==> src/rtl/banco_registros_pkg.sv <==
// Shared definitions for the register bank and its debug dump engine.
package banco_registros_pkg;

  localparam int NUM_REG = 32;
  localparam int ANCHO   = 32;
  localparam int IDX_W   = 5;

  // Dump engine states
  typedef enum logic [1:0] {
    REPOSO = 2'd0,
    CARGA  = 2'd1,
    ENVIO  = 2'd2,
    FIN    = 2'd3
  } estado_t;

endpackage

==> src/rtl/volcado_registros.sv <==
// Debug dump engine: walks registers 0..NUM_REG-1, snapshots each one and
// streams it out byte by byte (little-endian) over a valid/ready handshake.
module volcado_registros #(
  parameter int NUM_REG = banco_registros_pkg::NUM_REG,
  parameter int ANCHO   = banco_registros_pkg::ANCHO
) (
  input  logic                     clk,
  input  logic                     rst_n,
  input  logic                     volcar,
  input  logic [NUM_REG*ANCHO-1:0] registros,
  input  logic                     byte_listo,
  output logic                     ocupado,
  output logic [7:0]               byte_dato,
  output logic                     byte_valido,
  output logic                     fin_volcado
);
  import banco_registros_pkg::*;

  estado_t          estado;
  estado_t          estado_sig;
  logic [IDX_W-1:0] indice;
  logic [1:0]       contador;
  logic [ANCHO-1:0] instantanea;
  logic [ANCHO-1:0] vista [NUM_REG];
  logic             transferencia;
  logic             ultimo_byte;
  logic             ultimo_reg;

  // Unpack the flat bus so the selected register is a plain array read
  for (genvar g = 0; g < NUM_REG; g++) begin : g_vista
    assign vista[g] = registros[g*ANCHO +: ANCHO];
  end

  assign transferencia = (estado == ENVIO) && byte_listo;
  assign ultimo_byte   = (contador == 2'd3);
  assign ultimo_reg    = (indice == IDX_W'(NUM_REG - 1));

  // State register
  always_ff @(posedge clk or negedge rst_n) begin
    if (!rst_n) estado <= REPOSO;
    else        estado <= estado_sig;
  end

  // Next-state and handshake outputs; byte_dato only driven while offering a byte
  always_comb begin
    estado_sig  = estado;
    ocupado     = 1'b1;
    byte_valido = 1'b0;
    fin_volcado = 1'b0;
    byte_dato   = 8'h00;
    case (estado)
      REPOSO: begin
        ocupado = 1'b0;
        if (volcar) estado_sig = CARGA;
      end
      CARGA: estado_sig = ENVIO;
      ENVIO: begin
        byte_valido = 1'b1;
        byte_dato   = 8'(instantanea >> {contador, 3'b000});
        if (transferencia && ultimo_byte) estado_sig = ultimo_reg ? FIN : CARGA;
      end
      FIN: begin
        fin_volcado = 1'b1;
        estado_sig  = REPOSO;
      end
      default: estado_sig = REPOSO;
    endcase
  end

  // Index, byte counter and snapshot; snapshot is frozen for the whole ENVIO
  // phase so byte_dato cannot move while the consumer stalls
  always_ff @(posedge clk or negedge rst_n) begin
    if (!rst_n) begin
      indice      <= '0;
      contador    <= '0;
      instantanea <= '0;
    end else begin
      case (estado)
        REPOSO: if (volcar) indice <= '0;
        CARGA: begin
          instantanea <= vista[indice];
          contador    <= '0;
        end
        ENVIO: begin
          if (transferencia) begin
            if (!ultimo_byte)     contador <= contador + 2'd1;
            else if (!ultimo_reg) indice   <= indice + IDX_W'(1);
          end
        end
        default: ;
      endcase
    end
  end

endmodule

==> src/rtl/banco_registros.sv <==
// General-purpose register bank: one write port, all registers exposed on a
// flat bus, register 0 hardwired to zero, plus a byte-serial debug dump.
module banco_registros #(
  parameter int NUM_REG = banco_registros_pkg::NUM_REG,
  parameter int ANCHO   = banco_registros_pkg::ANCHO
) (
  input  logic                     clk,
  input  logic                     rst_n,
  input  logic                     escribir,
  input  logic [4:0]               dir_escritura,
  input  logic [ANCHO-1:0]         dato_escritura,
  output logic [NUM_REG*ANCHO-1:0] registros,
  input  logic                     volcar,
  output logic                     ocupado,
  output logic [7:0]               byte_dato,
  output logic                     byte_valido,
  input  logic                     byte_listo,
  output logic                     fin_volcado
);
  import banco_registros_pkg::*;

  // Register 0 has no storage at all; it is a constant zero
  logic [ANCHO-1:0] mem [1:NUM_REG-1];

  // Write port; index 0 matches no storage element so those writes vanish
  always_ff @(posedge clk or negedge rst_n) begin
    if (!rst_n) begin
      for (int i = 1; i < NUM_REG; i++) mem[i] <= '0;
    end else if (escribir) begin
      for (int i = 1; i < NUM_REG; i++) begin
        if (dir_escritura == IDX_W'(i)) mem[i] <= dato_escritura;
      end
    end
  end

  // Flat output straight from the flops, no bypass from the write inputs
  assign registros[ANCHO-1:0] = '0;
  for (genvar g = 1; g < NUM_REG; g++) begin : g_salida
    assign registros[g*ANCHO +: ANCHO] = mem[g];
  end

  volcado_registros #(
    .NUM_REG (NUM_REG),
    .ANCHO   (ANCHO)
  ) u_volcado (
    .clk         (clk),
    .rst_n       (rst_n),
    .volcar      (volcar),
    .registros   (registros),
    .byte_listo  (byte_listo),
    .ocupado     (ocupado),
    .byte_dato   (byte_dato),
    .byte_valido (byte_valido),
    .fin_volcado (fin_volcado)
  );

endmodule
==> config.mk <==
export PLATFORM = sky130hd
export DESIGN_NAME = banco_registros
export DESIGN_NICKNAME = d
export VERILOG_FILES = /design/src/rtl/banco_registros_pkg.sv /design/src/rtl/volcado_registros.sv /design/src/rtl/banco_registros.sv
export SDC_FILE = /design/constraint.sdc
export NUM_CORES = 2
export LEC_CHECK = 0
export BUFFER_PORTS_ARGS = -buffer_cell sky130_fd_sc_hd__buf_4
export CAP_MARGIN = 20
export CORE_AREA = 2 2 421 423
export CTS_BUF_LIST = sky130_fd_sc_hd__clkbuf_16
export CTS_CLUSTER_DIAMETER = 50
export CTS_CLUSTER_SIZE = 28
export DETAILED_ROUTE_END_ITERATION = 6
export DIE_AREA = 0 0 423 425
export PLACE_DENSITY_LB_ADDON = 0.3
export SYNTH_ARGS = -nofsm -noshare
export SYNTH_HDL_FRONTEND = slang
export SYNTH_SLANG_ARGS = --single-unit
==> constraint.sdc <==
create_clock -name clk -period 2.89 [get_ports clk]
set_clock_uncertainty 0.1 [all_clocks]
set_input_delay 0.1445 -clock clk [delete_from_list [all_inputs] [get_ports clk]]
set_output_delay 0.1445 -clock clk [all_outputs]
set_load 0.02 [all_outputs]
======== Word level (Yosys, flattened, before mapping) ========
Cells that the tools add are included.
word-level totals
  flip-flop bits (word level) ............. 1033
  bits of input ports ..................... 42
  output and inout bits ................... 1035
  word-level logic and storage cells ...... 140
cells by class
  $add $sub $neg .......................... 2
  $lt $le $gt $ge ......................... 1
  eq/ne operators ......................... 42
  shift-type cells ........................ 1
  multiplexer cells ....................... 19
  bitwise operators ....................... 1
  reduce and logical (&&, ||, !) cells .... 39
operator list
  operator             count
  $bmux 32 s5          1
  $eq 5x5->1 const B   17
  $mux 32              2
  $reduce_and 2->1     32
  $eq 5x4->1 const B   8
  $shr 32x5->8         1
  $eq 5x3->1 const B   4
  $mux 5               4
  $eq 5x2->1 const B   2
  $mux 2               5
  $pmux 5 s2           1
  $mux 8               1
  $ne 2x2->1 const B   4
  $pmux 2 s4           1
  $eq 2x2->1 const B   3
  $ge 6x6->1 const B   1
  $not 5->6            1
  $add 5x1->5 const B  1
  $eq 5x1->1 const B   1
  $reduce_and 5->1     1
  $ne 2x1->1 const B   2
  $pmux 2 s2           1
  $reduce_bool 2->1    2
  $mux 1               3
  5 further kinds      6

======== Logic depth before layout (Yosys ltp) ========
  word-level depth ........................ 5
  gate-level depth with buffers ........... 10
  gate-level depth less buffers ........... 7

======== Cells and area by module ========
Synthesis repeated with hierarchy kept, for this count alone.
unflattened totals
  cells, all modules ...................... 3115
  area total of the unflattened synthesis .. 47274.1 µm²
modules (own cells, without submodules)
  module             times used  cells each  area each (µm²)  seq. area each (µm²)
  banco_registros    1           2256        37334.6          24823.8
  volcado_registros  1           859         9939.5           1026.0

======== Worst setup path after synthesis ========
No wires, ideal clock.
  path kind ............................... flip-flop to flip-flop
  start ................................... register u_volcado.indice[3]
  end ..................................... register u_volcado.indice[3]
  library setup time ...................... 0.121 ns
  data arrival time ....................... 2.017 ns
  data required time ...................... 2.669 ns
  path slack .............................. 0.652 ns
  cell stages (with the launch flop) ...... 10
  path buffers ............................ 3
  period minus slack after synthesis ...... 2.238 ns
  cell sequence ........................... dfrtp_1 > clkbuf_1 > clkbuf_1 > clkbuf_1 > and3_1 > ha_1 > nand4b_1 > nor4_1 > a21o_1 > a22o_1
between the ends
  longest elaborated chain between the ends .. 5
  elaborated cells between the ends (all ways) .. 8
  those cells by class .................... add/sub (1); eq/ne (2); mux (4); reduce/logical (1)
RTL lines
  what                    line                     text
  start, declared         volcado_registros.sv:21  logic [IDX_W-1:0] indice;
  start signal, assigned  volcado_registros.sv:87  else if (!ultimo_reg) indice <= indice + IDX_W'(1);
  $add 5x1->5             volcado_registros.sv:87
  $mux 5                  volcado_registros.sv:87
  $mux 5                  volcado_registros.sv:86  if (!ultimo_byte) contador <= contador + 2'd1;
  $mux 5                  volcado_registros.sv:85  if (transferencia) begin
  $pmux 5 s2              volcado_registros.sv:78  case (estado)
Parallel ways exist; a longest one is shown, timed or not. The select of a mux whose other input is x is not followed.
A chain may end at the register's enable or synchronous reset.

======== Final worst setup path ========
  start ................................... register u_volcado.indice[0]
  end ..................................... register u_volcado.instantanea[7]
between the ends
  longest elaborated chain between the ends .. 4
RTL lines
  what                                        line                     text
  $not 5->6 (implied by the code)             volcado_registros.sv:81  instantanea <= vista[indice];
  $bmux 32 s5                                 volcado_registros.sv:81
  $mux 32 (implied by the code) (2 in a row)  volcado_registros.sv:81
  end signal, assigned                        volcado_registros.sv:81
  end, declared                               volcado_registros.sv:23  logic [ANCHO-1:0] instantanea;
Every way passes these cells. The select of a mux whose other input is x is not followed.

==> metrics.csv <==
metric;value;unit
status;complete, no violations;
endpoints failing hold;0;
max-slew violations;0;
count leader, synth;dfrtp_1;
final period utilization;95.5;%
WP data arrival;3.30;ns
post-synthesis mux area share;36.2;%
Synth cell types;46;
Final Power;61.7;mW
combinational family with the most area after synthesis;multiplexers;
synth top area cells;dfrtp_1 (54%), mux2_2 (24%), mux4_2 (7.2%);
DRT Pass-1 Iters;5;
Rows;154;
GR Overflow Total;0;
XOR/XNOR Fraction of Synth Area;0;%
Vias/cell;5.20;
post-synthesis compound-gate area fraction;3.83;%
Initial Util;27.3;%
number of setup buffers added after CTS;0;
Worst-path clk slew;0.07;ns
H-Tree Depth;4;
R2R depth;6;
highest clock rate;362;MHz
fin worst setup slack;0.129;ns
clk root buf;clkbuf_16;
DP Area;0.0594;mm^2
power per cell area;954;mW/mm^2
Crit Path Category;reg -> reg;
Layout Cells excl Fill;6748;
synth warn;0;
crit start category;register;
PortBufs;1044;
initial antenna violation count;17;
CTS Buf Count;139;
Final setup viols;0;
post-layout util;36.8;%
Avg WL per Cell;35.2;um
synth cell count leaders;dfrtp_1 (1033), mux2_2 (1002), mux2i_1 (208), clkbuf_1 (166), mux4_2 (154);
pin count of the biggest net entering global routing;92;
Top FF cell, synth;dfrtp_1;
pre-CTS worst setup slack;-0.265;ns
max_cap viols;0;
Worst Hold Slack;0.139;ns
LEAKAGE;29.9;nW
Hold Crit Class;in -> async;
measured slew at the worst slew-check pin;0.995;ns
clk_lat worst skew;0.79;ns
Relative slew margins;33.7;%
post-layout min period;2.76;ns
Cells after Synth;3201;
Die Wd;423;um
post-detail-place hpwl;173000;um
clk sink count;1033;
Syn Area/Cell;15.0;um^2
Filler cells;17000;
Die Ht;425;um
post-placement cell count;6444;
Final ANT Viol Nets;0;
die area;0.180;mm^2
Max VDD drop;0.652;mV
Max FO, Critical Path;20;
CTS tree;yes;
initial DRC count;2633;
Req. time, crit path;3.43;ns
Seq/Total Area, Yosys;53.9;%
Post-synth EDFFs;0;
vias in the first global route;35100;
Vias;35100;
first-pass GRT wire length;318000;um
CP Capture Type;register;
Routability Congestion;0.877;
Area growth, synth to finish;34.8;%
largest area contributor in the netlist;dfrtp_1;
cell area after layout;0.0646;mm^2
# nets final;4338;
core area;0.175;mm^2
clk buf depth;3;
adder-cell share of the synthesized area;0.209;%
proportion of layout cells with a drive suffix above 1;61.3;%
share of the synthesized area in the top cell type;53.9;%
overall routing resource usage;25.7;%
Post-Synthesis Cell Area;0.0479;mm^2
Async S/R FF share, synth;100;%
final wirelength;238000;um
RSZ-0062 raised after global routing;false;
Residual DRC;0;
Synth Area in Simple Gates;1.93;%
Synth Register Bits;1033;
IO Pins;1077;
Setup TNS Final;0;ns
-- power breakdown --
part | internal (mW) | switching, mW
Clock | 10.5 | 7.47
Sequential | 17.4 | 3.42
Combinational | 10.1 | 12.7
Total | 38.0 | 23.6
-- what timing repair did --
action | in CTS | in global routing
hold buffers | 43 | 0
endpoints found under the hold margin | 1790 | 0
gates resized for setup | 2 | 0
endpoints found under the setup margin | 2 | 0
-- area by class of cell --
type                       instances  area (um^2)  share of cell area [%]
inverter                          23         86.3                   0.134
clock inverter                   111         1150                    1.78
sequential                      1033        25900                    40.0
antenna                            5         12.5                  0.0194
multi-input combinational       1831        20600                    31.9
clock buffer                     145         3630                    5.62
tap                             2340         2930                    4.53
timing repair buffer            1260        10300                    16.0
-- critical path, stage by stage (launching register included) --
cell and delay [ns]:
dfrtp_4 0.51, buf_12 0.24, buf_12 0.21, mux4_2 0.53, mux2_2 0.32, a221oi_1 0.61, a2111oi_2 0.06
-- cell usage in the layout (no fill, tap or decap), types with 19 or more instances in the layout --
cell / count
a22oi_1: 66
conb_1: 32
inv_6: 19
mux4_2: 154
mux2i_1: 208
a22o_1: 20
buf_12: 59
nor2_1: 55
dlygate4sd3_1: 42
clkbuf_16: 145
mux2_4: 30
mux2_2: 1002
buf_4: 1157
dfrtp_1: 1029
inv_1: 34
a221oi_1: 44
o21ai_0: 22
nor4_1: 19
-- worst paths after layout --
check                                     from                  endpoint  slack (ns)
hold / removal                           rst_n  u_volcado.instantanea[4]        0.14
setup reg to reg           u_volcado.indice[0]  u_volcado.instantanea[7]        0.13
max in group asynchronous                rst_n            registros[612]        2.00
min in group clk            dato_escritura[27]            registros[891]        0.31
hold reg to reg                  registros[95]             registros[95]        0.43
setup / recovery           u_volcado.indice[0]  u_volcado.instantanea[7]        0.13
-- layer usage --
layer  vias up  track usage (%)  routed length, um  part of all wire, %
met2      1481             42.4             115000                   48
met3       417             5.73              14900                  6.3
li1      14100                -                  -                    -
met1     19100             31.3              93500                   39
met5         -                0                 27                0.011
met4         4             13.6              14500                  6.1
-- flip-flops by register name, indices dropped and copies added, names as in the netlist --
| signal | count |
|---|---|
| registros | 992 |
| u_volcado.contador | 2 |
| u_volcado.estado | 2 |
| u_volcado.indice | 5 |
| u_volcado.instantanea | 32 |
-- cells by family (layout without fill, tap and decap cells) --
| family | after synthesis | in the layout |
|---|---|---|
| buffers and inverters | 368 | 1539 |
| and+or+nand+nor | 167 | 167 |
| DFF | 1033 | 1033 |
| muxes | 1400 | 1400 |
| AOI/OAI and AO/OA | 224 | 224 |
| other | 1 | 37 |
| adders and majority gates | 8 | 8 |
Power figures use the tool's default switching activity.
